## src/rtl/mpr_pkg.sv

```systemverilog
// Shared types and sizing for the MPR context-restore path.
package mpr_pkg;

    localparam int NUM_SLOTS = 4;
    localparam int NUM_REGS  = 15;
    localparam int ADDR_W    = 9;
    localparam int DATA_W    = 32;

    typedef logic [1:0] slot_id_t;
    typedef logic [3:0] reg_idx_t;

    typedef enum logic [1:0] {
        IDLE,
        REQ,
        STREAM,
        DONE
    } restore_state_t;

    // Stream counter value reached after the last read has been issued.
    localparam reg_idx_t STREAM_END = reg_idx_t'(NUM_REGS);

endpackage

```

## src/rtl/mpr_restore_if.sv

```systemverilog
// Context-switch bus between the MPR save path, slot storage and the core register file.
interface mpr_restore_if;
    import mpr_pkg::*;

    logic                  park_valid;
    slot_id_t              park_slot;
    logic [ADDR_W-1:0]     park_addr;
    logic                  freed_valid;
    logic [ADDR_W-1:0]     freed_addr;
    logic                  freed_miss;
    logic                  park_err;
    logic                  restore_req;
    logic                  restore_grant;
    slot_id_t              rd_slot;
    reg_idx_t              rd_idx;
    logic                  rd_en;
    logic [DATA_W-1:0]     rd_data;
    logic                  wr_en;
    reg_idx_t              wr_idx;
    logic [DATA_W-1:0]     wr_data;
    logic                  restore_done;
    logic                  release_valid;
    slot_id_t              release_slot;

    modport master (
        input  park_valid, park_slot, park_addr, freed_valid, freed_addr,
        input  restore_grant, rd_data,
        output freed_miss, park_err, restore_req, rd_slot, rd_idx, rd_en,
        output wr_en, wr_idx, wr_data, restore_done, release_valid, release_slot
    );

    modport slave (
        output park_valid, park_slot, park_addr, freed_valid, freed_addr,
        output restore_grant, rd_data,
        input  freed_miss, park_err, restore_req, rd_slot, rd_idx, rd_en,
        input  wr_en, wr_idx, wr_data, restore_done, release_valid, release_slot
    );

endinterface

```

## src/rtl/rr_arbiter4.sv

```systemverilog
// Combinational 4-way round-robin pick: first request at or after ptr, wrapping.
module rr_arbiter4
    import mpr_pkg::*;
(
    input  logic [3:0] req,
    input  slot_id_t   ptr,
    output slot_id_t   gnt,
    output logic       any
);

    slot_id_t cand;

    // Scan from the farthest offset down so the nearest request wins last.
    always_comb begin
        gnt  = '0;
        cand = '0;
        for (int i = 3; i >= 0; i--) begin
            cand = slot_id_t'(int'(ptr) + i);
            if (req[cand]) begin
                gnt = cand;
            end
        end
    end

    assign any = |req;

endmodule

```

## src/rtl/mpr_restore.sv

```systemverilog
// Tracks parked slots waiting on freed addresses and streams pending contexts back to the core.
//   state  | meaning
//   IDLE   | no restore active; pick a pending slot round-robin
//   REQ    | restore_req high, waiting for restore_grant
//   STREAM | reads idx 0..14, each written to the core one cycle later
//   DONE   | restore_done/release pulse, clear pending, advance pointer
module mpr_restore
    import mpr_pkg::*;
(
    input  logic          clk,
    input  logic          rst_n,
    mpr_restore_if.master bus
);

    restore_state_t        state, state_nxt;
    slot_id_t              cur;
    slot_id_t              rr_ptr;
    reg_idx_t              cnt;

    logic [NUM_SLOTS-1:0]  waiting;
    logic [NUM_SLOTS-1:0]  pending;
    logic [ADDR_W-1:0]     addr_q [NUM_SLOTS];

    logic [NUM_SLOTS-1:0]  match;
    logic                  park_ok;
    slot_id_t              arb_gnt;
    logic                  arb_any;

    logic                  freed_miss_q;
    logic                  park_err_q;
    logic                  wr_en_q;
    reg_idx_t              wr_idx_q;

    logic                  restore_req_c;
    logic                  rd_en_c;
    reg_idx_t              rd_idx_c;
    slot_id_t              rd_slot_c;
    logic                  done_c;
    slot_id_t              release_slot_c;

    rr_arbiter4 u_arb (
        .req (pending),
        .ptr (rr_ptr),
        .gnt (arb_gnt),
        .any (arb_any)
    );

    // The active slot (latched in REQ, held through DONE) cannot be re-parked.
    assign park_ok = bus.park_valid && !((state != IDLE) && (bus.park_slot == cur));

    // A same-cycle park takes the slot, so the freed address cannot match it.
    always_comb begin
        match = '0;
        for (int i = 0; i < NUM_SLOTS; i++) begin
            match[i] = bus.freed_valid && waiting[i] && (addr_q[i] == bus.freed_addr)
                       && !(park_ok && (bus.park_slot == slot_id_t'(i)));
        end
    end

    always_ff @(posedge clk or negedge rst_n) begin
        if (!rst_n) begin
            waiting      <= '0;
            pending      <= '0;
            freed_miss_q <= 1'b0;
            park_err_q   <= 1'b0;
            for (int i = 0; i < NUM_SLOTS; i++) begin
                addr_q[i] <= '0;
            end
        end else begin
            for (int i = 0; i < NUM_SLOTS; i++) begin
                if (park_ok && (bus.park_slot == slot_id_t'(i))) begin
                    waiting[i] <= 1'b1;
                    pending[i] <= 1'b0;
                    addr_q[i]  <= bus.park_addr;
                end else if (match[i]) begin
                    waiting[i] <= 1'b0;
                    pending[i] <= 1'b1;
                end else if ((state == DONE) && (cur == slot_id_t'(i))) begin
                    pending[i] <= 1'b0;
                end
            end
            freed_miss_q <= bus.freed_valid && (match == '0);
            park_err_q   <= bus.park_valid && !park_ok;
        end
    end

    always_ff @(posedge clk or negedge rst_n) begin
        if (!rst_n) begin
            state <= IDLE;
        end else begin
            state <= state_nxt;
        end
    end

    always_comb begin
        state_nxt = state;
        case (state)
            IDLE:    if (arb_any) state_nxt = REQ;
            REQ:     if (bus.restore_grant) state_nxt = STREAM;
            STREAM:  if (cnt == STREAM_END) state_nxt = DONE;
            DONE:    state_nxt = IDLE;
            default: state_nxt = IDLE;
        endcase
    end

    always_comb begin
        restore_req_c  = (state == REQ);
        rd_en_c        = (state == STREAM) && (cnt != STREAM_END);
        rd_idx_c       = rd_en_c ? cnt : '0;
        rd_slot_c      = rd_en_c ? cur : '0;
        done_c         = (state == DONE);
        release_slot_c = done_c ? cur : '0;
    end

    always_ff @(posedge clk or negedge rst_n) begin
        if (!rst_n) begin
            cur      <= '0;
            rr_ptr   <= '0;
            cnt      <= '0;
            wr_en_q  <= 1'b0;
            wr_idx_q <= '0;
        end else begin
            if ((state == IDLE) && arb_any) begin
                cur <= arb_gnt;
            end
            if (state == DONE) begin
                rr_ptr <= cur + 2'd1;
            end
            if (state != STREAM) begin
                cnt <= '0;
            end else if (cnt != STREAM_END) begin
                cnt <= cnt + 4'd1;
            end
            wr_en_q  <= rd_en_c;
            wr_idx_q <= rd_idx_c;
        end
    end

    assign bus.freed_miss    = freed_miss_q;
    assign bus.park_err      = park_err_q;
    assign bus.restore_req   = restore_req_c;
    assign bus.rd_en         = rd_en_c;
    assign bus.rd_idx        = rd_idx_c;
    assign bus.rd_slot       = rd_slot_c;
    assign bus.wr_en         = wr_en_q;
    assign bus.wr_idx        = wr_idx_q;
    // Storage data arrives one cycle after the read, aligned with wr_en.
    assign bus.wr_data       = wr_en_q ? bus.rd_data : '0;
    assign bus.restore_done  = done_c;
    assign bus.release_valid = done_c;
    assign bus.release_slot  = release_slot_c;

endmodule
```

## src/flat_wrapper.sv

```systemverilog
// flat-port wrapper written by rule: the top's interface ports become plain ports
module mpr_restore_flat import mpr_pkg::*;
  (clk, rst_n, bus_park_valid, bus_park_slot, bus_park_addr, bus_freed_valid, bus_freed_addr, bus_restore_grant, bus_rd_data, bus_freed_miss, bus_park_err, bus_restore_req, bus_rd_slot, bus_rd_idx, bus_rd_en, bus_wr_en, bus_wr_idx, bus_wr_data, bus_restore_done, bus_release_valid, bus_release_slot);
  mpr_restore_if bus_i ();
  input  logic clk;
  input  logic rst_n;
  input wire logic [$bits(bus_i.park_valid)-1:0] bus_park_valid;
  input wire logic [$bits(bus_i.park_slot)-1:0] bus_park_slot;
  input wire logic [$bits(bus_i.park_addr)-1:0] bus_park_addr;
  input wire logic [$bits(bus_i.freed_valid)-1:0] bus_freed_valid;
  input wire logic [$bits(bus_i.freed_addr)-1:0] bus_freed_addr;
  input wire logic [$bits(bus_i.restore_grant)-1:0] bus_restore_grant;
  input wire logic [$bits(bus_i.rd_data)-1:0] bus_rd_data;
  output wire logic [$bits(bus_i.freed_miss)-1:0] bus_freed_miss;
  output wire logic [$bits(bus_i.park_err)-1:0] bus_park_err;
  output wire logic [$bits(bus_i.restore_req)-1:0] bus_restore_req;
  output wire logic [$bits(bus_i.rd_slot)-1:0] bus_rd_slot;
  output wire logic [$bits(bus_i.rd_idx)-1:0] bus_rd_idx;
  output wire logic [$bits(bus_i.rd_en)-1:0] bus_rd_en;
  output wire logic [$bits(bus_i.wr_en)-1:0] bus_wr_en;
  output wire logic [$bits(bus_i.wr_idx)-1:0] bus_wr_idx;
  output wire logic [$bits(bus_i.wr_data)-1:0] bus_wr_data;
  output wire logic [$bits(bus_i.restore_done)-1:0] bus_restore_done;
  output wire logic [$bits(bus_i.release_valid)-1:0] bus_release_valid;
  output wire logic [$bits(bus_i.release_slot)-1:0] bus_release_slot;
  assign bus_i.park_valid = bus_park_valid;
  assign bus_i.park_slot = bus_park_slot;
  assign bus_i.park_addr = bus_park_addr;
  assign bus_i.freed_valid = bus_freed_valid;
  assign bus_i.freed_addr = bus_freed_addr;
  assign bus_i.restore_grant = bus_restore_grant;
  assign bus_i.rd_data = bus_rd_data;
  assign bus_freed_miss = bus_i.freed_miss;
  assign bus_park_err = bus_i.park_err;
  assign bus_restore_req = bus_i.restore_req;
  assign bus_rd_slot = bus_i.rd_slot;
  assign bus_rd_idx = bus_i.rd_idx;
  assign bus_rd_en = bus_i.rd_en;
  assign bus_wr_en = bus_i.wr_en;
  assign bus_wr_idx = bus_i.wr_idx;
  assign bus_wr_data = bus_i.wr_data;
  assign bus_restore_done = bus_i.restore_done;
  assign bus_release_valid = bus_i.release_valid;
  assign bus_release_slot = bus_i.release_slot;
  mpr_restore u_core (.clk(clk), .rst_n(rst_n), .bus(bus_i));
endmodule
```

## config.mk

```make
export PLATFORM = sky130hd
export DESIGN_NAME = mpr_restore_flat
export DESIGN_NICKNAME = d
export VERILOG_FILES = /design/src/rtl/mpr_pkg.sv /design/src/rtl/mpr_restore_if.sv /design/src/rtl/rr_arbiter4.sv /design/src/rtl/mpr_restore.sv /design/src/flat_wrapper.sv
export SDC_FILE = /design/constraint.sdc
export NUM_CORES = 1
export LEC_CHECK = 0
export ABC_AREA = 0
export CORE_MARGIN = 4
export CORE_UTILIZATION = 42
export DETAILED_ROUTE_END_ITERATION = 8
export GPL_TIMING_DRIVEN = 0
export PLACE_DENSITY_LB_ADDON = 0.15
export SYNTH_ARGS = -nofsm -noshare
export SYNTH_HDL_FRONTEND = slang
export SYNTH_SLANG_ARGS = --single-unit
```

## constraint.sdc

```tcl
create_clock -name clk -period 2.3 [get_ports clk]
set_input_delay 0.46 -clock clk [delete_from_list [all_inputs] [get_ports clk]]
set_output_delay 0.46 -clock clk [all_outputs]
set_load 0.1 [all_outputs]
```

**After elaboration in Yosys (flattened, before gate mapping)**

Index checks and enable logic that the tools add are counted.

- Register bits after elaboration: 61
- Bits of input ports: 57
- Output and inout bits: 51
- Word-level logic and storage cells: 139

- $add $sub $neg: 5
- Order comparisons: 4
- Equal/unequal tests: 20
- Mux-type cells: 42
- Reduce and logical (&&, ||, !) cells: 48

Operators with widths:

| operator | count |
|---|---|
| $eq A9 B9 Y1 | 4 |
| $mux W32 | 1 |
| $logic_and A1 B1 Y1 | 26 |
| $mux W1 | 24 |
| $mux W2 | 9 |
| $eq A2 B2 Y1 const B | 6 |
| $lt A2 B3 Y1 const B | 4 |
| $mux W4 | 3 |
| $reduce_bool A2 Y1 | 6 |
| $reduce_bool A3 Y1 | 4 |
| $bmux W1 S2 | 4 |
| $pmux W2 S4 | 1 |
| $eq A2 B1 Y1 const B | 3 |
| $logic_not A1 Y1 | 6 |
| $logic_not A2 Y1 | 3 |
| $add A2 B1 Y2 const B | 2 |
| $add A2 B2 Y2 const B | 2 |
| $add A4 B1 Y4 const B | 1 |
| $eq A4 B4 Y1 const B | 1 |
| $logic_not A4 Y1 | 1 |
| $ne A2 B1 Y1 const B | 2 |
| $ne A2 B2 Y1 const B | 2 |
| $ne A4 B4 Y1 const B | 1 |
| $reduce_or A4 Y1 | 1 |
| other kinds (2) | 2 |

**Depth between registers and ports, before layout**

Gate-level depths: netlist of run 1.

- Word-level depth: 9
- Mapped depth: 7
- Mapped depth without buffers: 7

**By module**

From an unflattened synthesis of run 1, not the netlist that was laid out.

- Cell total of the unflattened synthesis: 285
- Area, all modules: 3,246.9 sq um

Modules (own cells, without submodules):

| module | times used | cells an instance | area each (sq um) | seq. area each (sq um) |
|---|---|---|---|---|
| mpr_restore | 1 | 272 | 3,169.3 | 1,526.5 |
| rr_arbiter4 | 1 | 13 | 77.6 | 0.0 |

**Worst setup path after synthesis of run 1**

Ideal clock, no wire load.

- Kind: reg-to-output
- Start: register u_core.state[0]
- End: output bus_release_slot[0]
- Arrival time: 2.274 ns
- Required time: 1.840 ns
- Slack: -0.434 ns
- Cell stages (with the launch flop): 4
- Buffers on the path: 1
- Cells stage by stage: dfrtp_1 ha_1 clkbuf_1 and2_1

- Cells in the longest elaborated chain, start to end: 2

Ends and longest elaborated chain:

| element | RTL line | text |
|---|---|---|
| start, declared | mpr_restore.sv:15 | `restore_state_t state, state_nxt;` |
| start signal, assigned | mpr_restore.sv:91 | `state <= state_nxt;` |
| $eq A2 B2 Y1 | mpr_restore.sv:111 | `done_c = (state == DONE);` |
| net bus_release_valid | flat_wrapper.sv:24 | `output wire logic [$bits(bus_i.release_valid)-1:0] bus_release_valid;` |
| $mux W2 | mpr_restore.sv:112 | `release_slot_c = done_c ? cur : '0;` |
| end, declared | flat_wrapper.sv:25 | `output wire logic [$bits(bus_i.release_slot)-1:0] bus_release_slot;` |

The timed path passes the listed nets, and every way through them passes these cells.

**Worst setup path in the final report of run 1**

- Start: register u_core.wr_idx_q[3] (netlist: u_core.bus.wr_idx[3])
- End: output bus_wr_idx[3]

RTL lines:

| element | RTL line | text |
|---|---|---|
| start, declared | mpr_restore.sv:32 | `reg_idx_t wr_idx_q;` |
| start signal, assigned | mpr_restore.sv:135 | `wr_idx_q <= rd_idx_c;` |
| end, declared | flat_wrapper.sv:21 | `output wire logic [$bits(bus_i.wr_idx)-1:0] bus_wr_idx;` |

No word-level cell between the ends.

==> results of run 1 <==
## state kept, by name, summed over array words and instances (netlist names)
signal,count
u_core.waiting,4
u_core.rr_ptr,2
u_core.bus.wr_en,1
u_core.cur,2
u_core.bus.park_err,1
u_core.addr_q,36
u_core.state,2
u_core.bus.freed_miss,1
u_core.bus.wr_idx,4
u_core.pending,4
u_core.cnt,4
## where the power goes
group | internal, mW | switching [mW] | leakage [nW]
registers | 1.40 | 0.245 | 0.741
logic | 0.941 | 2.30 | 1.23
clock network | 0.522 | 0.409 | 0.0992
total | 2.86 | 2.96 | 2.07
## metrics by stage
step | total power, mW | hold WS [ns] | cells | setup WS, ns
CTS | 5.956 | 0.1378 | 506 | 0.003946
global placement | 5.011 | 0.4532 | 490 | -1.239
detailed placement | 5.071 | 0.4654 | 491 | -0.5196
floorplan | 4.258 | 0.1644 | 284 | -0.1357
finish | 5.820 | 0.1238 | 506 | 0.05337
global route | 6.135 | 0.1482 | 506 | 0.001732
## worst max-delay path by stage
stage / start / end / slack [ns] / cells past startpoint
after floorplan: u_core.state[0] / bus_release_slot[0] / -0.14 / 3
after global placement: rst_n / u_core.addr_q[22] / -1.24 / 1
after detailed placement: u_core.state[0] / bus_rd_idx[3] / -0.52 / 5
after CTS: u_core.bus.wr_en / bus_wr_data[23] / 0.004 / 3
after global routing: u_core.bus.wr_en / bus_wr_data[30] / 0.002 / 3
final: u_core.bus.wr_idx[3] / bus_wr_idx[3] / 0.05 / 1
## cell usage after synthesis, types with 3 or more instances
cell,n,share of area
dfrtp_1,61,0.47
mux2_2,37,0.13
and2_1,36,0.069
xor2_1,24,0.065
nand2_1,15,0.017
xnor2_1,15,0.040
ha_1,9,0.035
and3_1,8,0.015
nor4_1,7,0.013
a21oi_1,6,0.0093
inv_1,6,0.0069
nand3_1,6,0.0093
o21ai_0,6,0.0093
clkbuf_1,5,0.0058
nor2_1,5,0.0058
buf_4,4,0.0093
a21o_1,3,0.0069
a31oi_1,3,0.0058
mux2i_1,3,0.0093
nand4_1,3,0.0058
## cell usage in the layout, fill, tap and decap left out, types with 2 or more instances in the layout
cell type / count
nand2_1: 15
nand4_1: 3
xor2_1: 24
a21oi_1: 6
clkdlybuf4s15_2: 4
ha_1: 8
buf_2: 32
nor2_1: 5
a31oi_1: 3
mux2i_1: 3
clkinv_2: 2
nand3_1: 5
o21a_1: 2
buf_4: 10
clkbuf_1: 4
buf_6: 5
dfrtp_1: 61
clkbuf_8: 10
a21o_1: 3
o21ai_0: 6
inv_1: 6
and2_1: 5
clkbuf_2: 2
clkdlybuf4s50_1: 59
nor4_1: 7
o22ai_1: 2
xnor2_1: 15
nand2b_1: 2
nor3b_1: 2
mux2_2: 37
and3_1: 8
and2_2: 31
dlymetal6s2s_1: 2
## routing by layer
metal	GRT usage	up-vias	share of wire
met5	0	-	0
met4	0.06635	0	0.014
met3	0.04848	10	0.069
met2	0.3052	80	0.47
met1	0.2378	1193	0.44
li1	-	1216	-
## cells by family (layout without fill, tap and decap cells)
group,count (synthesis),after routing,synth area share
simple gates,90,90,0.1650
buf+inv,19,142,0.03161
xor+xnor,39,39,0.1052
compound gates,26,26,0.05551
fa+ha+maj,9,9,0.03470
flops,61,61,0.4703
mux,40,40,0.1376
## area by class of cell
type | instances | area (µm²) | share of cell area
Multi-Input combinational cell | 204 | 1663 | 0.3661
Tap cell | 99 | 123.9 | 0.02727
Buffer | 12 | 78.83 | 0.01736
Sequential cell | 61 | 1526 | 0.3361
Clock inverter | 4 | 48.80 | 0.01074
Clock buffer | 11 | 141.4 | 0.03113
Timing Repair Buffer | 108 | 933.4 | 0.2055
Inverter | 7 | 26.28 | 0.005785
## what timing repair did
action / CTS / global route
gates cloned: 0 / 0
resized for setup: 180 / 48
setup endpoints to repair: 45 / 39
buffers inserted: 0 / 0
hold buffers: 0 / 0
==> impl_metrics.py, run 1 <==
metrics = {
    "worst_hold_path": {
        "hold_class": "in2async",
    },
    "clock_tree": {
        "clk_latency_ns": 0.33,
        "clk_pin_slew_ns": 0.07,
        "clockRootBuffer": "clkbuf_8",
        "cts_tree": "done",
        "htree_levels": 3,
        "clock_tree.buffer_depth": 2,
        "cts.sinks": 61,
        "cts_buffers": 9,
    },
    "yosys": {
        "synth_edf_count": 0,
        "synth_cells": 284,
        "synth.yosys.seq_area_share": 0.4703,
        "ys_ff_latch": 61,
        "netlist_area_um2": 3246,
        "synth_cell_types": 37,
        "yosysWarnings": 0,
        "syn_avg_cell_area_um2": 11.43,
        "synthArstFlopShare": 1.000,
        "synth-main-ff-cell": "dfrtp_1",
        "syn_nets": 350,
    },
    "floorplan": {
        "io_pins": 108,
        "core-area_um2": 7370,
        "die_w_um": 95.91,
        "rows": 31,
        "initial_core_util": 0.4404,
        "die_h_um": 95.91,
        "die_area_um2": 9198,
    },
    "critical_path": {
        "crit_family": "buffers and inverters",
        "r2r-start": "u_core.state[0]",
        "crit_arrival_ns": 1.79,
        "path_cells": "clkdlybuf4s50_1",
        "cp-start-kind": "flop",
        "r2r-end": "u_core.addr_q[3]",
        "crit_slowest_cell": "clkdlybuf4s50_1",
        "reg2reg_depth": 6,
        "cp_max_fo": 1,
        "crit_path_end_kind": "primary output",
        "ff2ff_setup_slack_ns": 0.16,
        "crit_type": "reg2out",
        "critPathBufInv": 1,
        "critPathMaxStageDelay_ns": 1.13,
        "cp.required_ns": 1.84,
    },
    "global_route": {
        "grt_use_total": 0.1862,
        "grt_pass1_wl_um": 12940,
        "grt_pass1_vias": 2545,
        "grt_remaining_overflow": 0,
        "antenna_found_initial": 0,
        "grt_max_degree": 39,
    },
    "drt": {
        "antenna_left": 0,
        "drt-pass1-iter-count": 4,
        "vias": 2499,
        "routedWlPerCell_um": 15.95,
        "dr.first_iter.drc_count": 77,
        "wl_um": 8070,
        "drc": 0,
        "viasPerCell": 4.939,
    },
    "timing": {
        "setup_viol": 0,
        "hold_violations": 0,
        "finalCritPeriodShare": 0.9768,
        "final_max_slew_viol_count": 0,
        "rsz0062_at_grt": "no",
        "skew_ns": 0.009355,
        "finalSetupTns_ns": 0,
        "fmax_mhz": 445.1,
        "relSlewSlack": 0.3427,
        "fin_crit_ns": 2.247,
        "max_slew.worst_pin.slew_ns": 0.9829,
    },
    "run": {
        "max-cap-violations": 0,
    },
    "pwr": {
        "power.density_nw_per_um2": 1281,
        "ir_drop_mv": 0.6480,
        "p_leak_nw": 2.070,
    },
    "cells_and_area": {
        "drive_gt1_frac": 0.3563,
        "design_area_um2": 4542,
        "n_antenna_cell": 0,
        "num-fill-cells": 664,
        "nNetsFinal": 469,
        "syn2layout_area_growth_pct": 39.94,
        "finish.utilization": 0.6163,
    },
    "placement": {
        "gp_congestion": 0.7641,
        "postPlaceCellArea_um2": 4497,
        "dpl.hpwl_um": 6210,
        "io_buffers": 107,
    },
    "outcome": {
        "outcome": "complete, no violations",
    },
}
Power figures use the tool's default switching activity.
==> run 2: changes to the inputs <==
Clock period 2.3 ns to 2.2 ns, I/O delays scaled along.
==> run 2 against run 1 <==
Clock skew down 0.00088 ns. Cell count unchanged. Wire length up 1.1%. Die area unchanged. Via count up 0.16%. Non-clock buffer count unchanged. Design area up 1.0%. Hold slack worse by 0.048 ns. Global-route usage up 0.51 points. Critical path depth up 3. Clock power down 4.8%. Power up 3.9%. Critical endpoint is now bus_rd_en. Largest power group unchanged.
==> impl_metrics.py, run 2 (same netlist as run 1, synthesis figures left out) <==
metrics = {
    "critical_path": {
        "path_cells": "ha_2 -> nand3_2 -> and2_1 -> buf_6",
        "crit_type": "reg2out",
        "cp-start-kind": "flop",
        "cp.required_ns": 1.76,
        "crit_path_end_kind": "primary output",
        "crit_slowest_cell": "dfrtp_2",
        "crit_arrival_ns": 1.66,
        "cp_max_fo": 8,
        "critPathMaxStageDelay_ns": 0.44,
    },
    "global_route": {
        "grt_remaining_overflow": 0,
        "grt_max_degree": 41,
        "met2_usage": 0.3248,
        "grt.met3_usage": 0.03753,
        "antenna_found_initial": 0,
        "grt_pass1_wl_um": 13340,
        "grt_pass1_vias": 2596,
        "top_usage_layer": "met2",
        "grt_use_total": 0.1913,
        "gr-usage-met1": 0.2421,
    },
    "pwr": {
        "power.density_nw_per_um2": 1318,
        "ir_drop_mv": 0.5555,
        "p_leak_nw": 2.060,
        "total_power_mw": 6.047,
    },
    "drt": {
        "routedWlPerCell_um": 16.13,
        "drc": 0,
        "drt-pass1-iter-count": 4,
        "antenna_left": 0,
        "dr.first_iter.drc_count": 101,
        "viasPerCell": 4.947,
        "wl_um": 8161,
        "vias": 2503,
    },
    "floorplan": {
        "io_pins": 108,
        "die_w_um": 95.91,
        "initial_core_util": 0.4404,
        "rows": 31,
        "die_h_um": 95.91,
        "core-area_um2": 7370,
        "die_area_um2": 9198,
    },
    "timing": {
        "fmax_mhz": 475.3,
        "finalSetupTns_ns": 0,
        "hold_violations": 0,
        "hold_ws_ns": 0.07567,
        "skew_ns": 0.008478,
        "final_max_slew_viol_count": 0,
        "rsz0062_at_grt": "no",
        "fin_crit_ns": 2.104,
        "setup_ws_ns": 0.09614,
        "max_slew.worst_pin.slew_ns": 0.9770,
        "relSlewSlack": 0.3512,
        "finalCritPeriodShare": 0.9563,
        "setup_viol": 0,
    },
    "cells_and_area": {
        "top_register": "u_core.addr_q",
        "n_antenna_cell": 0,
        "design_area_um2": 4588,
        "num-fill-cells": 657,
        "largest_register_ffs": 36,
        "final_common_cell": "dfrtp_1",
        "drive_gt1_frac": 0.3784,
        "syn2layout_area_growth_pct": 41.36,
        "final_cell_mix": "dfrtp_1, clkdlybuf4s50_1, mux2_2",
        "nNetsFinal": 469,
        "finish.utilization": 0.6226,
        "final_cells": 506,
    },
    "placement": {
        "dpl.hpwl_um": 6355,
        "postPlaceCellArea_um2": 4499,
        "io_buffers": 107,
        "gp_congestion": 0.7993,
        "placed_cells": 491,
        "post-place-ws_ns": -0.5906,
    },
    "clock_tree": {
        "cts_hold_buffers": 0,
        "cts_setup_buffers": 0,
        "clock_tree.buffer_depth": 2,
        "htree_levels": 3,
        "cts_tree": "done",
        "cts.sinks": 61,
        "clk_pin_slew_ns": 0.07,
        "clk_latency_ns": 0.33,
        "cts_buffers": 9,
        "clockRootBuffer": "clkbuf_8",
    },
    "outcome": {
        "outcome": "complete, no violations",
    },
    "run": {
        "max-cap-violations": 0,
    },
    "worst_hold_path": {
        "hold_class": "in2async",
    },
}
run 2: cell types whose count changed in the layout (fill, tap and decap cells not counted), sizes merged, moves of 2 or more:
cell,before,now
dlygate4sd2,1,7
clkdlybuf4s50,59,55
clkbuf,16,18
dlymetal6s2s,2,0
run 2: repair_timing:
action / in CTS / in global routing
gates cloned: 0 / 0
pin swaps: 0 / 0
resized for setup: 227 / 22
setup endpoints to repair: 51 / 30
run 2: final cells by class:
cell class              instances  area [µm²]  share of cell area
plain buffers                  12       81.33             0.01773
multi-input cells             204        1698              0.3701
repair buffers                108       954.7              0.2081
clock buffers                  12       155.1             0.03382
inverters                       7       26.28            0.005727
clock inverters                 3       21.27            0.004636
well taps                      99       123.9             0.02700
flip-flops and latches         61        1528              0.3330
run 2: path summary, 6_finish.rpt:
| kind | from | endpoint | slack, ns | cells after the start |
|---|---|---|---|---|
| min in group clk | u_core.waiting[3] | u_core.waiting[3] | 0.48 | 1 |
| setup / recovery | u_core.cnt[0] | bus_rd_en | 0.1 | 4 |
| setup reg to reg | u_core.state[0] | u_core.addr_q[24] | 0.13 | 6 |
| max in group asynchronous | rst_n | u_core.pending[3] | 1.54 | 2 |
| hold reg to reg | u_core.waiting[3] | u_core.waiting[3] | 0.48 | 1 |
| hold / removal | rst_n | u_core.bus.wr_idx[3] | 0.08 | 1 |
run 2: critical path: cells and delay by family, from the launching register on:
kind	cells	cell delay, ns
fa+ha+maj	1	0.22
buf+inv	1	0.26
flops	1	0.44
simple gates	2	0.41
run 2: per-layer routing:
metal  vias to the layer above  wire, µm
li1                       1213         -
met1                      1208      3439
met2                        72      4032
met3                        10       574
met4                         0       115
met5                         -         0
run 2: power by group:
part | internal, mW | total [mW] | switching (mW)
clock network | 0.464 | 0.887 | 0.423
logic | 1.01 | 3.44 | 2.43
registers | 1.47 | 1.72 | 0.254
